==> src/rtl/lsu_pkg.sv <==
// Shared definitions for the load/store controller: size codes, FSM states
// and the size-to-byte-mask helper.
// Pure declarations, no logic or state.
package lsu_pkg;

    // Request size codes carried in memop[1:0].
    localparam logic [1:0] SZ_B = 2'd3;  // 1 byte
    localparam logic [1:0] SZ_H = 2'd2;  // 2 bytes
    localparam logic [1:0] SZ_W = 2'd1;  // 4 bytes
    localparam logic [1:0] SZ_D = 2'd0;  // 8 bytes

    typedef enum logic [2:0] {
        IDLE,
        REQ0,
        WAIT0,
        REQ1,
        WAIT1,
        RESP,
        ERR
    } state_t;

    // Right-justified byte enables covering one access of the given size.
    function automatic logic [7:0] size_mask(input logic [1:0] sz);
        logic [7:0] m;
        case (sz)
            SZ_B:    m = 8'h01;
            SZ_H:    m = 8'h03;
            SZ_W:    m = 8'h0F;
            default: m = 8'hFF;
        endcase
        return m;
    endfunction

endpackage

==> src/rtl/lsu_align_ext.sv <==
// Byte-lane alignment for the load/store controller, purely combinational.
// Latency: none. Backpressure: none (no handshake, no state).
// Store side: off/size/wdata -> two-word byte mask (mask2) and shifted data (wdata2).
// Load side : two-word read data {hi,lo} shifted down by off, truncated to
//             the access size, then sign- or zero-extended to DATA_W.
// Ports: off, size, sign_ext, wdata -> mask2, wdata2; rdata2 -> rdata.
module lsu_align_ext
    import lsu_pkg::*;
#(
    parameter int DATA_W = 64,
    parameter int OFF_W  = $clog2(DATA_W / 8)
) (
    input  logic [OFF_W-1:0]    off,
    input  logic [1:0]          size,
    input  logic                sign_ext,
    input  logic [DATA_W-1:0]   wdata,
    output logic [DATA_W/4-1:0] mask2,
    output logic [2*DATA_W-1:0] wdata2,
    input  logic [2*DATA_W-1:0] rdata2,
    output logic [DATA_W-1:0]   rdata
);
    localparam int NB = DATA_W / 8;

    logic [OFF_W+2:0]  shamt;
    logic [DATA_W-1:0] win;
    logic [DATA_W-1:0] keep;
    logic              sbit;

    // Bit shift equivalent of the byte offset.
    assign shamt = {off, 3'b000};

    assign mask2  = (2*NB)'(size_mask(size)) << off;
    assign wdata2 = (2*DATA_W)'(wdata) << shamt;

    // Window of the two words starting at the addressed byte.
    assign win = DATA_W'(rdata2 >> shamt);

    always_comb begin
        keep = '1;
        sbit = 1'b0;
        case (size)
            SZ_B: begin
                keep = DATA_W'(8'hFF);
                sbit = win[7];
            end
            SZ_H: begin
                keep = DATA_W'(16'hFFFF);
                sbit = win[15];
            end
            SZ_W: begin
                keep = DATA_W'(32'hFFFF_FFFF);
                sbit = win[31];
            end
            default: begin
                keep = '1;
                sbit = 1'b0;
            end
        endcase
    end

    // Bits above the access size are either cleared or filled with the sign.
    assign rdata = (win & keep) | ((sign_ext && sbit) ? ~keep : '0);

endmodule

==> src/rtl/lsu_mem_ctrl.sv <==
// Sequential load/store controller: one request in, one or two aligned word beats out, one response back.
// Latency with zero-wait memory: response 3 cycles after accept (unsplit), 5 (split), 1 (no-op/error).
// Backpressure: req_ready only in IDLE; mem_* held until mem_req_ready; rsp_* held until rsp_ready.
// Ports:
//   clk, rst                          clock, synchronous active-high reset
//   req_valid/ready/addr/memop/wen/wdata   request from the core memory stage
//   rsp_valid/ready/rdata/err         response to the core
//   mem_req_valid/ready, mem_addr/wen/wdata/wmask   beat request to the bus bridge
//   mem_rsp_valid, mem_rdata          one-cycle beat response (read data or write ack)
module lsu_mem_ctrl
    import lsu_pkg::*;
#(
    parameter int DATA_W = 64,
    parameter int ADDR_W = 64
) (
    input  logic                clk,
    input  logic                rst,
    input  logic                req_valid,
    output logic                req_ready,
    input  logic [ADDR_W-1:0]   req_addr,
    input  logic [2:0]          req_memop,
    input  logic                req_wen,
    input  logic [DATA_W-1:0]   req_wdata,
    output logic                rsp_valid,
    input  logic                rsp_ready,
    output logic [DATA_W-1:0]   rsp_rdata,
    output logic                rsp_err,
    output logic                mem_req_valid,
    input  logic                mem_req_ready,
    output logic [ADDR_W-1:0]   mem_addr,
    output logic                mem_wen,
    output logic [DATA_W-1:0]   mem_wdata,
    output logic [DATA_W/8-1:0] mem_wmask,
    input  logic                mem_rsp_valid,
    input  logic [DATA_W-1:0]   mem_rdata
);
    localparam int NB    = DATA_W / 8;
    localparam int OFF_W = $clog2(NB);

    state_t             state;

    // Registered request context.
    logic [OFF_W-1:0]   off_q;
    logic [ADDR_W-1:0]  base_q;
    logic [2:0]         memop_q;
    logic               wen_q;
    logic               split_q;
    logic [NB-1:0]      mask_hi_q;
    logic [DATA_W-1:0]  wdata_hi_q;
    logic [DATA_W-1:0]  lo_q;

    // Store-side alignment of the incoming request.
    logic [2*NB-1:0]     st_mask2;
    logic [2*DATA_W-1:0] st_wdata2;
    logic [DATA_W-1:0]   unused_st_rdata;

    // Load-side alignment of the returned words.
    logic [2*NB-1:0]     unused_ld_mask2;
    logic [2*DATA_W-1:0] unused_ld_wdata2;
    logic [DATA_W-1:0]   ld_rdata;
    logic [DATA_W-1:0]   ld_lo;
    logic [DATA_W-1:0]   ld_hi;

    logic                req_illegal;
    logic                req_noop;
    logic [ADDR_W-1:0]   req_base;

    assign req_ready   = (state == IDLE) && !rst;
    assign req_illegal = (DATA_W == 32) && (req_memop[1:0] == SZ_D);
    assign req_noop    = (req_memop == 3'b000) && !req_wen;
    assign req_base    = {req_addr[ADDR_W-1:OFF_W], {OFF_W{1'b0}}};

    lsu_align_ext #(
        .DATA_W (DATA_W),
        .OFF_W  (OFF_W)
    ) u_st_align (
        .off      (req_addr[OFF_W-1:0]),
        .size     (req_memop[1:0]),
        .sign_ext (req_memop[2]),
        .wdata    (req_wdata),
        .mask2    (st_mask2),
        .wdata2   (st_wdata2),
        .rdata2   ('0),
        .rdata    (unused_st_rdata)
    );

    // The load result is computed from the beat arriving this cycle so the
    // response can be registered in the same edge that ends the last wait.
    // An unsplit access sees zero in the upper word.
    always_comb begin
        ld_lo = lo_q;
        ld_hi = '0;
        if (state == WAIT0) begin
            ld_lo = mem_rdata;
        end
        if (state == WAIT1) begin
            ld_hi = mem_rdata;
        end
    end

    lsu_align_ext #(
        .DATA_W (DATA_W),
        .OFF_W  (OFF_W)
    ) u_ld_align (
        .off      (off_q),
        .size     (memop_q[1:0]),
        .sign_ext (memop_q[2]),
        .wdata    ('0),
        .mask2    (unused_ld_mask2),
        .wdata2   (unused_ld_wdata2),
        .rdata2   ({ld_hi, ld_lo}),
        .rdata    (ld_rdata)
    );

    always_ff @(posedge clk) begin
        if (rst) begin
            state         <= IDLE;
            off_q         <= '0;
            base_q        <= '0;
            memop_q       <= '0;
            wen_q         <= 1'b0;
            split_q       <= 1'b0;
            mask_hi_q     <= '0;
            wdata_hi_q    <= '0;
            lo_q          <= '0;
            rsp_valid     <= 1'b0;
            rsp_rdata     <= '0;
            rsp_err       <= 1'b0;
            mem_req_valid <= 1'b0;
            mem_addr      <= '0;
            mem_wen       <= 1'b0;
            mem_wdata     <= '0;
            mem_wmask     <= '0;
        end else begin
            case (state)
                IDLE: begin
                    if (req_valid && req_ready) begin
                        off_q      <= req_addr[OFF_W-1:0];
                        base_q     <= req_base;
                        memop_q    <= req_memop;
                        wen_q      <= req_wen;
                        split_q    <= |st_mask2[2*NB-1:NB];
                        mask_hi_q  <= st_mask2[2*NB-1:NB];
                        wdata_hi_q <= st_wdata2[2*DATA_W-1:DATA_W];
                        if (req_illegal) begin
                            state     <= ERR;
                            rsp_valid <= 1'b1;
                            rsp_err   <= 1'b1;
                            rsp_rdata <= '0;
                        end else if (req_noop) begin
                            state     <= RESP;
                            rsp_valid <= 1'b1;
                            rsp_err   <= 1'b0;
                            rsp_rdata <= '0;
                        end else begin
                            state         <= REQ0;
                            mem_req_valid <= 1'b1;
                            mem_addr      <= req_base;
                            mem_wen       <= req_wen;
                            mem_wmask     <= st_mask2[NB-1:0];
                            mem_wdata     <= st_wdata2[DATA_W-1:0];
                        end
                    end
                end

                REQ0: begin
                    if (mem_req_ready) begin
                        mem_req_valid <= 1'b0;
                        state         <= WAIT0;
                    end
                end

                WAIT0: begin
                    if (mem_rsp_valid) begin
                        lo_q <= mem_rdata;
                        if (split_q) begin
                            state         <= REQ1;
                            mem_req_valid <= 1'b1;
                            // Wraps modulo 2^ADDR_W at the top of the address space.
                            mem_addr      <= base_q + ADDR_W'(NB);
                            mem_wmask     <= mask_hi_q;
                            mem_wdata     <= wdata_hi_q;
                        end else begin
                            state     <= RESP;
                            rsp_valid <= 1'b1;
                            rsp_rdata <= wen_q ? '0 : ld_rdata;
                        end
                    end
                end

                REQ1: begin
                    if (mem_req_ready) begin
                        mem_req_valid <= 1'b0;
                        state         <= WAIT1;
                    end
                end

                WAIT1: begin
                    if (mem_rsp_valid) begin
                        state     <= RESP;
                        rsp_valid <= 1'b1;
                        rsp_rdata <= wen_q ? '0 : ld_rdata;
                    end
                end

                RESP, ERR: begin
                    if (rsp_ready) begin
                        state     <= IDLE;
                        rsp_valid <= 1'b0;
                        rsp_err   <= 1'b0;
                        rsp_rdata <= '0;
                    end
                end

                default: begin
                    state <= IDLE;
                end
            endcase
        end
    end

endmodule

==> config.mk <==
export PLATFORM = sky130hd
export DESIGN_NAME = lsu_mem_ctrl
export DESIGN_NICKNAME = d
export VERILOG_FILES = /design/src/rtl/lsu_pkg.sv /design/src/rtl/lsu_align_ext.sv /design/src/rtl/lsu_mem_ctrl.sv
export SDC_FILE = /design/constraint.sdc
export NUM_CORES = 1
export LEC_CHECK = 0
export BUFFER_PORTS_ARGS = -buffer_cell sky130_fd_sc_hd__buf_2
export CAP_MARGIN = 20
export CORE_MARGIN = 5
export CORE_UTILIZATION = 41
export DETAILED_ROUTE_END_ITERATION = 10
export PLACE_DENSITY = 0.67
export SLEW_MARGIN = 20
export SYNTH_ARGS = -nofsm -noshare
export SYNTH_HDL_FRONTEND = slang
export SYNTH_SLANG_ARGS = --single-unit
==> constraint.sdc <==
create_clock -name clk -period 8 [get_ports clk]
set_input_delay 0.8 -clock clk [delete_from_list [all_inputs] [get_ports clk]]
set_output_delay 0.8 -clock clk [all_outputs]
set_load 0.005 [all_outputs]
==> results of run 1 <==
-- kinds of logic after synthesis --
| logic type | Yosys count | share of synthesized area, % |
|---|---|---|
| AO/OA/AOI/OAI | 691 | 20.6 |
| multiplexers | 269 | 14.5 |
| buffers and inverters | 283 | 5.41 |
| adder cells (fa/ha/maj) | 1 | 0.0568 |
| flip-flops | 399 | 36.2 |
| AND/OR/NAND/NOR | 1021 | 20.9 |
| XOR/XNOR | 56 | 2.22 |
| other | 1 | 0.0170 |
-- final timing paths --
path / end / slack [ns] / from
setup / recovery: wdata_hi_q[53]$_SDFFE_PP0P_ / 3.82 / rst
hold / removal: base_q[50]$_SDFFE_PP0P_ / 0.39 / req_addr[50]
setup reg to reg: rsp_rdata[22]$_SDFFE_PP0P_ / 4.16 / state[1]$_SDFFE_PP0P_
hold reg to reg: rsp_rdata[35]$_SDFFE_PP0P_ / 0.45 / rsp_rdata[35]$_SDFFE_PP0P_
-- routing by layer --
metal  vias to the layer above  track usage [%]  wire [um]
met5                         -                0         83
met3                       209             6.68       8230
met2                      1144             46.8      41400
li1                      10400                -          -
met4                        12             10.9       3800
met1                     10900             37.0      36000
-- state kept, by name, indices dropped and copies added (netlist names) --
signal and count:
lo_q 64, mem_wdata 64, rsp_rdata 64, base_q 61, mem_addr 61, wdata_hi_q 56, mem_wmask 8, mask_hi_q 7
memop_q 3, off_q 3, state 3, mem_req_valid 1, mem_wen 1, rsp_valid 1, split_q 1, wen_q 1
-- synthesized netlist by cell type, drive strengths merged, types with 57 or more instances --
cell      n  area share, %
dfxtp   399             36
nand2   390            6.6
nor2    268            4.6
a21oi   239            5.4
clkbuf  184            3.1
mux2i   178            8.1
o21ai   124            2.8
nand3   117            2.7
nor3     90            2.1
buf      76            1.9
a221oi   60            2.4
mux2     57            2.9
-- where the power goes --
group	internal (W)	switching, W	total (W)	leakage [nW]
logic	0.000686	0.00119	0.00188	6.41
registers	0.00220	0.000241	0.00244	3.25
clock network	0.00129	0.000916	0.00220	0.782
total	0.00417	0.00235	0.00652	10.4
-- metrics by stage --
| step | cells | setup slack, ns |
|---|---|---|
| floorplan | 2724 | 5.24 |
| global placement | 3593 | 3.46 |
| detailed placement | 3593 | 3.37 |
| CTS | 3677 | 4.00 |
| global route | 3678 | 3.59 |
| finish | 3684 | 3.82 |
-- layout make-up --
cell class              count  area share [%]
multi-input cells        2042            50.2
flip-flops and latches    399            31.0
repair buffers            433            8.86
clock buffers              62            5.10
well taps                 696            3.38
clock inverters            22           0.996
inverters                  23           0.340
diodes                      7          0.0680
-- worst max-delay path: stages --
cell and delay (ns):
clkbuf_8 0.59, clkinv_2 0.65, nand2_1 0.27, or3_4 0.87
buf_4 0.76, nor3_2 0.25, a22oi_1 0.20, nor2_1 0.07
==> flow_summary.yaml, run 1 <==
cells_and_area:
  nets: 3148
  final_common_cell: "buf_2"
  multi_input_area_sq_um: 12900
  seq_area_sq_um: 8000
  fillers: 5174
  mostFrequentLayoutCells: "buf_2 (399), dfxtp_1 (397), nand2_1 (388), nor2_1 (263), a21oi_1 (239)"
  finish.utilization_pct: 48.2
  design_area_sq_um: 25800
  area_delta_synth_final_pct: 16.9
  drive_gt1_share_pct: 22.3
global_route:
  grt_usage_pct: 28.7
  grt_pass1_wl_um: 133000
  gr-total-overflow: 0
  antenna_found_initial: 17
  grt_max_degree: 189
  grt_pass1_vias: 21400
yosys:
  yosys_register_bits: 399
  async_flop_share_pct: 0
  ys_seq_area_share_pct: 36.2
  netlist_area_sq_um: 22000
  ys_types: 73
  netlist_instances: 2721
  synth_ff_type: "dfxtp_1"
  ys_warn_count: 0
  syn_area_per_cell_sq_um: 8.10
  synth_edf_count: 0
drt:
  first_iter_violations: 2381
  postRouteAntennaNets: 0
  drc: 0
  via_per_inst: 6.15
  wl_per_cell_um: 24.3
  firstDrtPassIters: 6
  num_vias: 22700
  wl_um: 89500
timing:
  rsz0062_at_grt: "false"
  period_needed_ns: 4.18
  max_freq_mhz: 239
  setup_viol: 0
  worst-slew-pin-transition_ns: 1.13
  min_period_over_period_pct: 52.2
  slew_headroom_pct: 24.4
  tns_ns: 0
  whs_ns: 0.389
  finalHoldViolCount: 0
  clock_skew_ns: 0.0280
  drv_slew: 0
clock_tree:
  cts_buffer_depth: 3
  postCtsHoldBufs: 0
  cts_buffers: 46
  cts_resized: 0
  clock_latency_ns: 0.61
  postCtsSetupRepairBufs: 0
  cts-root-buf: "clkbuf_16"
  cts.sinks: 399
  clkTransAtPathRegs_ns: 0.06
  cts_tree: "built"
  h-tree-depth: 2
floorplan:
  core-area_sq_um: 53500
  fp-row-count: 85
  start_util_pct: 41.2
  die_h_um: 242
  io_pins: 407
  die_area_sq_um: 58500
  die_w_um: 242
flow_run:
  max_cap_viol_count: 0
placed_design:
  gp_congestion: 0.975
  post-dp-hpwl_um: 62300
  place_area_sq_um: 24200
  io_buffers: 402
worst_setup_path:
  critPathArrivalTime_ns: 4.61
  critPathLaunchType: "primary input"
  worstPathMaxFanout: 108
  endpoint_kind: "register"
  reg2reg_depth: 7
  critical_path_class: "in2reg"
  cp_data_required_time_ns: 8.43
power:
  total_power_w: 0.00652
  p_leak_nw: 10.4
  powerDensity_nw_per_um2: 253
  irDropWorstVdd_mv: 0.181
hold_path:
  hold_class: "in2reg"
  whs_path_depth: 3
run_status:
  status: "completed"
No activity file was read; power rests on OpenSTA's default activity.
==> run 2: changes to the inputs <==
PLACE_DENSITY = 0.69   (was 0.67)
clock period = 3.8 ns   (was 8 ns; I/O delays follow)
==> run 2 against run 1 <==
Clock-buffer cell count is 4 lower. Register-to-register slack worse by 3.5 ns. Clock power is 100% higher. Clock skew is 0.0043 ns higher. Critical endpoint is now rsp_rdata[17]$_SDFFE_PP0P_.
==> flow_summary.yaml, run 2 (synthesized netlist as in run 1, its figures left out) <==
cells_and_area:
  reg.largest.list: "lo_q x64, mem_wdata x64, rsp_rdata x64"
  nets: 3233
  finish.utilization_pct: 49.6
  final_common_cell: "buf_2"
  drive_gt1_share_pct: 22.3
  mostFrequentLayoutCells: "buf_2 (399), dfxtp_1 (396), nand2_1 (388), nor2_1 (265), a21oi_1 (239)"
  area_delta_synth_final_pct: 20.4
floorplan:
  fp-row-count: 85
  die_area_sq_um: 58500
  core-area_sq_um: 53500
  start_util_pct: 41.2
  io_pins: 407
  die_h_um: 242
  die_w_um: 242
timing:
  finalHoldViolCount: 0
  rsz0062_at_grt: "false"
  fin_ws_ns: 0.701
  period_needed_ns: 3.10
  whs_ns: 0.0404
  worst-slew-pin-transition_ns: 1.11
  slew_headroom_pct: 26.0
  setup_viol: 0
  clock_skew_ns: 0.0323
  max_freq_mhz: 323
  drv_slew: 0
  min_period_over_period_pct: 81.6
  tns_ns: 0
clock_tree:
  cts_resized: 0
  cts_buffers: 45
  clkTransAtPathRegs_ns: 0.06
  cts.sinks: 399
  cts_tree: "built"
  clock_latency_ns: 0.60
  h-tree-depth: 2
  cts_buffer_depth: 3
  cts-root-buf: "clkbuf_16"
global_route:
  grt_max_degree: 177
  grt_pass1_wl_um: 129000
  gr-total-overflow: 0
  grt_usage_pct: 27.6
  antenna_found_initial: 16
  grt_pass1_vias: 21200
drt:
  firstDrtPassIters: 7
  via_per_inst: 6.04
  postRouteAntennaNets: 0
  first_iter_violations: 2831
  drc: 0
  wl_um: 86200
  wl_per_cell_um: 22.9
  num_vias: 22800
power:
  powerDensity_nw_per_um2: 509
  irDropWorstVdd_mv: 0.338
  total_power_w: 0.0135
  p_leak_nw: 10.8
placed_design:
  gp_congestion: 0.980
  io_buffers: 402
  post-dp-hpwl_um: 60400
  dp_slack_ns: 0.787
hold_path:
  hold_class: "in2reg"
  whs_path_depth: 3
run_status:
  status: "completed"
worst_setup_path:
  crit_cells: 7
  critPathArrivalTime_ns: 3.56
  endpoint_kind: "register"
  cp_data_required_time_ns: 4.26
  path_cells: "nor3b_4 > buf_4 > mux4_1 > nand2_1 > a221oi_1 > or3_1 > a32o_1"
  slowest_delay_ns: 0.65
  critical_path_class: "reg2reg"
  timing.critical_path.buf_inv: 1
  critPathLaunchType: "register"
  critPathTopFamily: "simple AND/OR/NAND/NOR gates"
  reg2reg_depth: 7
  worstPathMaxFanout: 18
  cp_slowest_cell: "or3_1"
flow_run:
  max_cap_viol_count: 0
## run 2: final timing paths
check                        startpoint                    endpoint  slack [ns]
max               state[0]$_SDFFE_PP0P_  rsp_rdata[17]$_SDFFE_PP0P_        0.70
min                        req_addr[54]     base_q[54]$_SDFFE_PP0P_        0.04
max reg2reg       state[0]$_SDFFE_PP0P_  rsp_rdata[17]$_SDFFE_PP0P_        0.70
min reg2reg  rsp_rdata[48]$_SDFFE_PP0P_  rsp_rdata[48]$_SDFFE_PP0P_        0.45
## run 2: routing by layer
layer / share of wire [%] / wire, um / track usage [%]
met5: 0.10 / 90 / 0
met4: 4.3 / 3680 / 10.6
met1: 40 / 34800 / 36.7
met2: 45 / 38700 / 43.9
met3: 10 / 8880 / 6.27
## run 2: worst min-delay path, cell delays in order
cell and delay, ns:
buf_2 0.12, nand2_1 0.06, nand2_1 0.05
## run 2: power breakdown
part,internal (W),total [W],switching [W]
combinational,0.00155,0.00405,0.00250
sequential,0.00463,0.00505,0.000426
clock,0.00249,0.00441,0.00193
## run 2: final cells by class
type                       instances  area [sq um]
inverter                          23          87.6
antenna                            8          20.0
clock buffer                      58          1250
multi-input combinational       2042         12900
fill                            5180         27000
timing repair buffer             519          3180
clock inverter                    24           210
tap                              696           871
sequential                       399          8000
## run 2: repair_timing
action	4_1_cts	5_1_grt
buffers inserted	0	0
endpoints found under the setup margin	0	0
hold buffers	60	0
hold endpoints to repair	60	0
## run 2: stage by stage
| stage | instance area, sq um | instances |
|---|---|---|
| 2_1_floorplan | 22100 | 2724 |
| 3_3_place_gp | 24500 | 3619 |
| 3_5_place_dp | 24500 | 3619 |
| 4_1_cts | 26500 | 3761 |
| 5_1_grt | 26500 | 3763 |
| 6_report | 26500 | 3769 |
